[config.mk]
export PLATFORM = sky130hd
export DESIGN_NAME = chroni_vram_arbiter_flat
export DESIGN_NICKNAME = d
export VERILOG_FILES = /design/src/rtl/chroni_vram_arbiter_if.sv /design/src/rtl/chroni_vram_arbiter.sv /design/src/flat_wrapper.sv
export SDC_FILE = /design/constraint.sdc
export NUM_CORES = 1
export LEC_CHECK = 0
export CAP_MARGIN = 5
export CORE_ASPECT_RATIO = 1.75
export CORE_UTILIZATION = 39
export CTS_BUF_LIST = sky130_fd_sc_hd__clkbuf_2 sky130_fd_sc_hd__clkbuf_4 sky130_fd_sc_hd__clkbuf_8
export DETAILED_ROUTE_END_ITERATION = 16
export PLACE_DENSITY = 0.91
export SETUP_SLACK_MARGIN = 0.2
export SYNTH_ARGS = -nofsm -noshare
export SYNTH_HDL_FRONTEND = slang
export SYNTH_SLANG_ARGS = --single-unit
[constraint.sdc]
create_clock -name vga_clk -period 2.4 [get_ports vga_clk]
set_input_delay 0.36 -clock vga_clk [delete_from_list [all_inputs] [get_ports vga_clk]]
set_output_delay 0.36 -clock vga_clk [all_outputs]
set_load 0.005 [all_outputs]
[src/rtl/chroni_vram_arbiter_if.sv]
// Bus bundle between the chroni VRAM arbiter, its display/CPU clients and the RAM.
interface chroni_vram_arbiter_if;
  localparam int unsigned ADDR_W = 11;
  localparam int unsigned DATA_W = 8;

  logic              disp_req;
  logic [ADDR_W-1:0] disp_addr;
  logic [DATA_W-1:0] disp_data;
  logic              disp_valid;
  logic              disp_miss;
  logic [7:0]        disp_miss_cnt;

  logic              cpu_req;
  logic              cpu_we;
  logic [ADDR_W-1:0] cpu_addr;
  logic [DATA_W-1:0] cpu_wdata;
  logic              cpu_ack;
  logic [DATA_W-1:0] cpu_rdata;

  logic [ADDR_W-1:0] mem_addr;
  logic              mem_we;
  logic [DATA_W-1:0] mem_wdata;
  logic [DATA_W-1:0] mem_rdata;

  modport slave (
    input  disp_req, disp_addr, cpu_req, cpu_we, cpu_addr, cpu_wdata, mem_rdata,
    output disp_data, disp_valid, disp_miss, disp_miss_cnt, cpu_ack, cpu_rdata,
           mem_addr, mem_we, mem_wdata
  );

  modport master (
    output disp_req, disp_addr, cpu_req, cpu_we, cpu_addr, cpu_wdata, mem_rdata,
    input  disp_data, disp_valid, disp_miss, disp_miss_cnt, cpu_ack, cpu_rdata,
           mem_addr, mem_we, mem_wdata
  );
endinterface

[src/rtl/chroni_vram_arbiter.sv]
// Single-port VRAM arbiter: display fetch has priority, CPU gets a slot after
// at most MAX_WAIT lost slots; forced CPU slots are reported as display misses.
module chroni_vram_arbiter #(
  parameter int unsigned MAX_WAIT = 15
) (
  input  logic                  vga_clk,
  input  logic                  reset_n,
  chroni_vram_arbiter_if.slave  bus
);
  localparam int unsigned CNT_W = 8;
  localparam logic [CNT_W-1:0] MAX_WAIT_C = CNT_W'(MAX_WAIT);
  localparam logic [CNT_W-1:0] CNT_MAX    = {CNT_W{1'b1}};

  typedef enum logic [1:0] {
    ST_IDLE,
    ST_ISSUED,
    ST_ACK
  } state_t;

  state_t           state;
  state_t           state_nxt;
  logic [CNT_W-1:0] wait_cnt;
  logic [CNT_W-1:0] wait_nxt;
  logic             cpu_slot_c;

  // State and wait counter
  always_ff @(posedge vga_clk or negedge reset_n) begin
    if (!reset_n) begin
      state    <= ST_IDLE;
      wait_cnt <= '0;
    end else begin
      state    <= state_nxt;
      wait_cnt <= wait_nxt;
    end
  end

  // Slot decision and next state; wait_cnt only survives while a request keeps losing
  always_comb begin
    state_nxt  = state;
    wait_nxt   = '0;
    cpu_slot_c = 1'b0;
    case (state)
      ST_IDLE: begin
        if (bus.cpu_req) begin
          if (!bus.disp_req || (wait_cnt >= MAX_WAIT_C)) begin
            cpu_slot_c = 1'b1;
            state_nxt  = ST_ISSUED;
          end else begin
            wait_nxt = wait_cnt + CNT_W'(1);
          end
        end
      end
      ST_ISSUED: state_nxt = ST_ACK;
      ST_ACK:    state_nxt = ST_IDLE;
      default:   state_nxt = ST_IDLE;
    endcase
  end

  // RAM port follows the slot owner; held quiet during reset
  assign bus.mem_we    = reset_n & cpu_slot_c & bus.cpu_we;
  assign bus.mem_addr  = !reset_n ? '0 : (cpu_slot_c ? bus.cpu_addr : bus.disp_addr);
  assign bus.mem_wdata = bus.cpu_wdata;
  assign bus.disp_data = bus.mem_rdata;

  // Registered client-side status
  always_ff @(posedge vga_clk or negedge reset_n) begin
    if (!reset_n) begin
      bus.disp_valid    <= 1'b0;
      bus.disp_miss     <= 1'b0;
      bus.disp_miss_cnt <= '0;
      bus.cpu_ack       <= 1'b0;
      bus.cpu_rdata     <= '0;
    end else begin
      bus.disp_valid <= bus.disp_req & ~cpu_slot_c;
      bus.disp_miss  <= bus.disp_req & cpu_slot_c;
      if (bus.disp_req && cpu_slot_c && (bus.disp_miss_cnt != CNT_MAX)) begin
        bus.disp_miss_cnt <= bus.disp_miss_cnt + CNT_W'(1);
      end
      bus.cpu_ack <= (state == ST_ISSUED);
      if ((state == ST_ISSUED) && !bus.cpu_we) begin
        bus.cpu_rdata <= bus.mem_rdata;
      end
    end
  end
endmodule

[src/flat_wrapper.sv]
// flat-port wrapper written by rule: the top's interface ports become plain ports
module chroni_vram_arbiter_flat 
#(
  parameter int unsigned MAX_WAIT = 15
)
  (vga_clk, reset_n, bus_disp_req, bus_disp_addr, bus_cpu_req, bus_cpu_we, bus_cpu_addr, bus_cpu_wdata, bus_mem_rdata, bus_disp_data, bus_disp_valid, bus_disp_miss, bus_disp_miss_cnt, bus_cpu_ack, bus_cpu_rdata, bus_mem_addr, bus_mem_we, bus_mem_wdata);
  chroni_vram_arbiter_if bus_i ();
  input  logic vga_clk;
  input  logic reset_n;
  input wire logic [$bits(bus_i.disp_req)-1:0] bus_disp_req;
  input wire logic [$bits(bus_i.disp_addr)-1:0] bus_disp_addr;
  input wire logic [$bits(bus_i.cpu_req)-1:0] bus_cpu_req;
  input wire logic [$bits(bus_i.cpu_we)-1:0] bus_cpu_we;
  input wire logic [$bits(bus_i.cpu_addr)-1:0] bus_cpu_addr;
  input wire logic [$bits(bus_i.cpu_wdata)-1:0] bus_cpu_wdata;
  input wire logic [$bits(bus_i.mem_rdata)-1:0] bus_mem_rdata;
  output wire logic [$bits(bus_i.disp_data)-1:0] bus_disp_data;
  output wire logic [$bits(bus_i.disp_valid)-1:0] bus_disp_valid;
  output wire logic [$bits(bus_i.disp_miss)-1:0] bus_disp_miss;
  output wire logic [$bits(bus_i.disp_miss_cnt)-1:0] bus_disp_miss_cnt;
  output wire logic [$bits(bus_i.cpu_ack)-1:0] bus_cpu_ack;
  output wire logic [$bits(bus_i.cpu_rdata)-1:0] bus_cpu_rdata;
  output wire logic [$bits(bus_i.mem_addr)-1:0] bus_mem_addr;
  output wire logic [$bits(bus_i.mem_we)-1:0] bus_mem_we;
  output wire logic [$bits(bus_i.mem_wdata)-1:0] bus_mem_wdata;
  assign bus_i.disp_req = bus_disp_req;
  assign bus_i.disp_addr = bus_disp_addr;
  assign bus_i.cpu_req = bus_cpu_req;
  assign bus_i.cpu_we = bus_cpu_we;
  assign bus_i.cpu_addr = bus_cpu_addr;
  assign bus_i.cpu_wdata = bus_cpu_wdata;
  assign bus_i.mem_rdata = bus_mem_rdata;
  assign bus_disp_data = bus_i.disp_data;
  assign bus_disp_valid = bus_i.disp_valid;
  assign bus_disp_miss = bus_i.disp_miss;
  assign bus_disp_miss_cnt = bus_i.disp_miss_cnt;
  assign bus_cpu_ack = bus_i.cpu_ack;
  assign bus_cpu_rdata = bus_i.cpu_rdata;
  assign bus_mem_addr = bus_i.mem_addr;
  assign bus_mem_we = bus_i.mem_we;
  assign bus_mem_wdata = bus_i.mem_wdata;
  chroni_vram_arbiter #(.MAX_WAIT(MAX_WAIT)) u_core (.vga_clk(vga_clk), .reset_n(reset_n), .bus(bus_i));
endmodule
After elaboration in Yosys (flattened, before gate mapping)
Cells that the tools add are included.
{"block": "word_totals", "ff_bits": 29, "inputBits": 43, "out_inout_bits": 47}
{"block": "classes", "n_addsub": 2, "n_lt_le_gt_ge": 1, "eq_ne": 4, "n_mux": 11, "bitwise": 5, "n_reduce_logical": 8}
{"op": "$mux W8", "n": 3}
{"op": "$mux W11", "n": 2}
{"op": "$add A8 B1 Y8 const B", "n": 2}
{"op": "$ge A8 B4 Y1 const B", "n": 1}
{"op": "$ne A8 B8 Y1 const B", "n": 1}
{"op": "$and A1 B1 Y1", "n": 4}
{"op": "$mux W2", "n": 2}
{"op": "$pmux W2 S2", "n": 1}
{"op": "$logic_and A1 B1 Y1", "n": 3}
{"op": "$mux W1", "n": 3}
{"op": "$eq A2 B1 Y1 const B", "n": 1}
{"op": "$logic_not A1 Y1", "n": 2}
{"op": "$logic_not A2 Y1", "n": 1}
{"op": "$ne A2 B1 Y1 const B", "n": 1}
{"op": "$ne A2 B2 Y1 const B", "n": 1}
{"op": "$reduce_and A2 Y1", "n": 1}
{"op": "$logic_or A1 B1 Y1", "n": 1}
{"op": "$not A1 Y1", "n": 1}

Longest topological paths before layout
Gate-level depths: netlist (run 1).
{"block": "logic_depth", "depth_word": 7, "depth_mapped": 6}

Worst setup path after synthesis (run 1)
Ideal clock, no wire load.
{"block": "synth_path", "path_kind": "register to output", "startpoint": "reg u_core.wait_cnt[5]", "endpoint": "out bus_mem_addr[6]", "arrival_ps": 1582, "t_required_ps": 2040, "slack_ps": 458, "stages_incl_launch_ff": 6, "cell_sequence": "dfrtp_1 -> or4b_4 -> o31ai_4 -> buf_4 -> mux2i_1 -> nor2b_1"}
{"block": "synth_via", "elab_chain_len": 7}
{"item": "start: declaration", "line_no": "chroni_vram_arbiter.sv:22", "rtl": "logic [CNT_W-1:0] wait_cnt;"}
{"item": "start signal: assignment", "line_no": "chroni_vram_arbiter.sv:33", "rtl": "wait_cnt <= wait_nxt;"}
{"item": "$ge A8 B4 Y1", "line_no": "chroni_vram_arbiter.sv:45", "rtl": "if (!bus.disp_req || (wait_cnt >= MAX_WAIT_C)) begin"}
{"item": "$logic_or A1 B1 Y1", "line_no": "chroni_vram_arbiter.sv:45"}
{"item": "$mux W1", "line_no": "chroni_vram_arbiter.sv:45"}
{"item": "$mux W1", "line_no": "chroni_vram_arbiter.sv:44", "rtl": "if (bus.cpu_req) begin"}
{"item": "$mux W1", "line_no": "chroni_vram_arbiter.sv:42", "rtl": "case (state)"}
{"item": "$mux W11 (2 in series)", "line_no": "chroni_vram_arbiter.sv:61", "rtl": "assign bus.mem_addr = !reset_n ? '0 : (cpu_slot_c ? bus.cpu_addr : bus.disp_addr);"}
{"item": "end: declaration", "line_no": "flat_wrapper.sv:23", "rtl": "output wire logic [$bits(bus_i.mem_addr)-1:0] bus_mem_addr;"}
Every way passes these cells.

Worst setup path in the final report (run 1)
{"block": "layout_path", "startpoint": "reg u_core.wait_cnt[7]", "endpoint": "out bus_mem_addr[9]"}
Same word-level chain as after synthesis.

==> results of run 1 <==
repair_timing:
item / in CTS / in global routing
buffers inserted: 10 / 0
pin swaps: 3 / 0
endpoints found under the setup margin: 12 / 14
hold buffers: 0 / 0
resized for setup: 56 / 5
gates cloned: 1 / 0
per-stage QoR:
stage | util | hold slack [ns] | std cells
floorplan | - | 0.0644 | 133
global placement | 0.611 | 0.452 | 239
detailed placement | 0.611 | 0.460 | 239
CTS | 0.654 | 0.466 | 257
global route | 0.659 | 0.475 | 257
finish | 0.659 | 0.463 | 257
worst register-to-register path, stage by stage (launching register included):
cell	delay, ns
dfrtp_1	0.37
or4b_4	0.55
o31ai_4	0.30
clkbuf_16	0.22
buf_6	0.10
buf_4	0.15
nor3_1	0.08
mux2_4	0.29
worst max-delay path by stage:
stage | startpoint | slack, ns | depth (start not counted) | end
2_1_floorplan | u_core.wait_cnt[5] | 0.46 | 5 | bus_mem_addr[6]
3_3_place_gp | bus_disp_req | -0.43 | 7 | bus_mem_addr[2]
3_5_place_dp | bus_disp_req | -0.45 | 7 | bus_mem_addr[7]
4_1_cts | u_core.wait_cnt[7] | -0.14 | 7 | bus_mem_addr[3]
5_1_grt | u_core.wait_cnt[7] | -0.18 | 7 | bus_mem_addr[9]
6_report | u_core.wait_cnt[7] | -0.10 | 7 | bus_mem_addr[9]
registers in the layout, indices dropped and copies added (netlist names):
signal and flops:
u_core.bus.disp_miss 1, u_core.wait_cnt 8, u_core.bus.disp_valid 1, u_core.state 2
u_core.bus.cpu_rdata 8, u_core.bus.disp_miss_cnt 8, u_core.bus.cpu_ack 1
kinds of logic after synthesis:
logic type                 Yosys count  share of synthesized area
muxes                               23                      0.169
and+or+nand+nor                     44                      0.173
other                                1                    0.00249
xor gates and xnor gates             6                     0.0349
buffers and inverters               23                      0.105
DFF                                 29                      0.481
AOI/OAI and AO/OA                    2                     0.0174
adders and majority gates            2                     0.0166
metal layers:
metal | up-vias | share of wire
met2 | 74 | 0.55
met4 | 0 | 0.0096
met3 | 6 | 0.082
li1 | 578 | -
met5 | - | 0
met1 | 607 | 0.35
power breakdown:
part	internal (mW)	total (mW)	switching [mW]
sequential	0.603	0.706	0.103
combinational	0.428	0.622	0.193
clock	0.238	0.401	0.163
cells in the mapped netlist:
| library cell | n | area share |
|---|---|---|
| a21oi_1 | 1 | 0.0033 |
| and3_1 | 3 | 0.012 |
| and4_1 | 1 | 0.0058 |
| buf_4 | 17 | 0.085 |
| buf_6 | 1 | 0.0075 |
| clkbuf_1 | 2 | 0.0050 |
| conb_1 | 1 | 0.0025 |
| dfrtp_1 | 29 | 0.48 |
| ha_1 | 2 | 0.017 |
| inv_1 | 2 | 0.0050 |
| inv_2 | 1 | 0.0025 |
| mux2_2 | 8 | 0.060 |
| mux2_4 | 3 | 0.030 |
| mux2i_1 | 12 | 0.080 |
| nand2_1 | 4 | 0.010 |
| nand2b_1 | 1 | 0.0042 |
| nand3_1 | 3 | 0.010 |
| nand4_1 | 2 | 0.0083 |
| nor2_1 | 6 | 0.015 |
| nor2b_1 | 15 | 0.062 |
| nor3_1 | 4 | 0.013 |
| nor3_2 | 1 | 0.0066 |
| nor3b_2 | 1 | 0.0083 |
| nor4_1 | 2 | 0.0083 |
| o31ai_4 | 1 | 0.014 |
| or4b_4 | 1 | 0.0091 |
| xnor2_1 | 1 | 0.0058 |
| xor2_1 | 5 | 0.029 |
layout make-up:
cell class              instances  area, sq um  area share
well taps                      46         57.6      0.0238
repair buffers                 91          880       0.364
multi-input cells              81          652       0.270
inverters                       3         11.3     0.00466
flip-flops and latches         29          726       0.300
clock buffers                   7         90.1      0.0373
==> flow_summary.yaml, run 1 <==
critical_path:
  cp_top_family: "simple AND/OR/NAND/NOR gates"
  rr_startpoint: "u_core.wait_cnt[7]"
  worst_setup_path_end_kind: "primary output"
  worst-path-buf-inv: 3
  critical-path-slowest-cell: "or4b_4"
  worst_r2r_endpoint: "u_core.bus.disp_miss_cnt[6]"
  path_max_fanout: 5
  max_stage_delay_ns: 0.55
  arrival_ns: 2.14
  cp-start-kind: "flip-flop"
  rr_worst_depth: 7
  required_ns: 2.04
  path_cells: "or4b_4 > o31ai_4 > clkbuf_16 > buf_6 > mux2i_1 > nor2b_1 > buf_2"
  crit_type: "flip-flop to primary output"
  r2r_setup_slack_ns: 0.22
layout:
  n_antenna_cell: 0
  final_cell_mix: "60 x clkdlybuf4s50_1, 29 x dfrtp_1, 15 x nor2b_1, 12 x mux2i_1, 11 x buf_2"
  fin_nets: 256
  areaGrowthSynthToFinish_pct: 60.2
  mostFrequentLayoutCell: "clkdlybuf4s50_1"
  n_fill_cell: 297
  stdcell_area_sq_mm: 0.00242
  drive_gt1_frac: 0.261
grt:
  grt_pass1_vias: 1314
  grt_usage: 0.172
  overflow: 0
  grtUsageMet1: 0.166
  grtUsageMet3: 0.0525
  grt_max_degree: 42
  busiest_layer: "met2"
  grt_antenna_before_repair: 0
  grtUsageMet2: 0.330
  grt_pass1_wl_um: 5440
sta:
  tns_ns: -0.760
  fmaxAchievable_mhz: 400
  layout_min_cycle_time_ns: 2.50
  hold_violations: 0
  maxSlewViolCount: 0
  setup_viol: 10
  finalCritPeriodShare: 1.04
  worst_slack_ns: -0.102
  rsz0062_at_grt: "true"
  finalClockSkew_ns: 0.00564
clocking:
  path_clk_slew_ns: 0.06
  clk_latency_ns: 0.27
  cts.sinks: 29
  cts_tree: "yes"
  h-tree-depth: 2
  cts_made_buffers: 5
  cts_max_path_buffers: 2
  cts_root_buf: "clkbuf_8"
synth:
  syn_area_per_cell_sq_um: 11.6
  synthCells: 130
  ys_warn_count: 0
  ys_ff_latch: 29
  ys_seq_area_frac: 0.481
  ys_types: 28
  syn_area_sq_mm: 0.00151
place:
  dp_hpwl_um: 2420
  placed_area_sq_mm: 0.00224
  place_ws_ns: -0.448
  numPortBuffers: 73
  gp_congestion: 0.727
drt:
  avgViaCountPerCell: 4.92
  wire_per_inst_um: 12.5
  vias: 1265
  drc: 0
  routed_wirelength_um: 3210
  drt-initial-drc-count: 17
  drtAntennaViolNets: 0
  first_pass_iters: 4
floorplanning:
  coreArea_sq_mm: 0.00366
  die_y_um: 84.3
  die_w_um: 49
  placement_rows: 29
  die_area_sq_mm: 0.00413
  start_util: 0.411
  num_io_pins: 90
power:
  total_power_mw: 1.73
  peakVddDrop_v: 0.000494
  power_density_mw_per_mm2: 716
  p_leak_nw: 1.12
outcome:
  status: "complete, but fails checks"
  violations: "setup timing"
min_path:
  hp-class: "input port to asynchronous set/reset pin"
run:
  cap_viol_max_count: 0
Note: power is estimated with default switching activity, not from simulation.
==> run 2: changes to the inputs <==
CAP_MARGIN = 10   (was 5)
==> results of run 2 <==
Same layout as run 1: the final DEF is identical, and so are final timing and power.
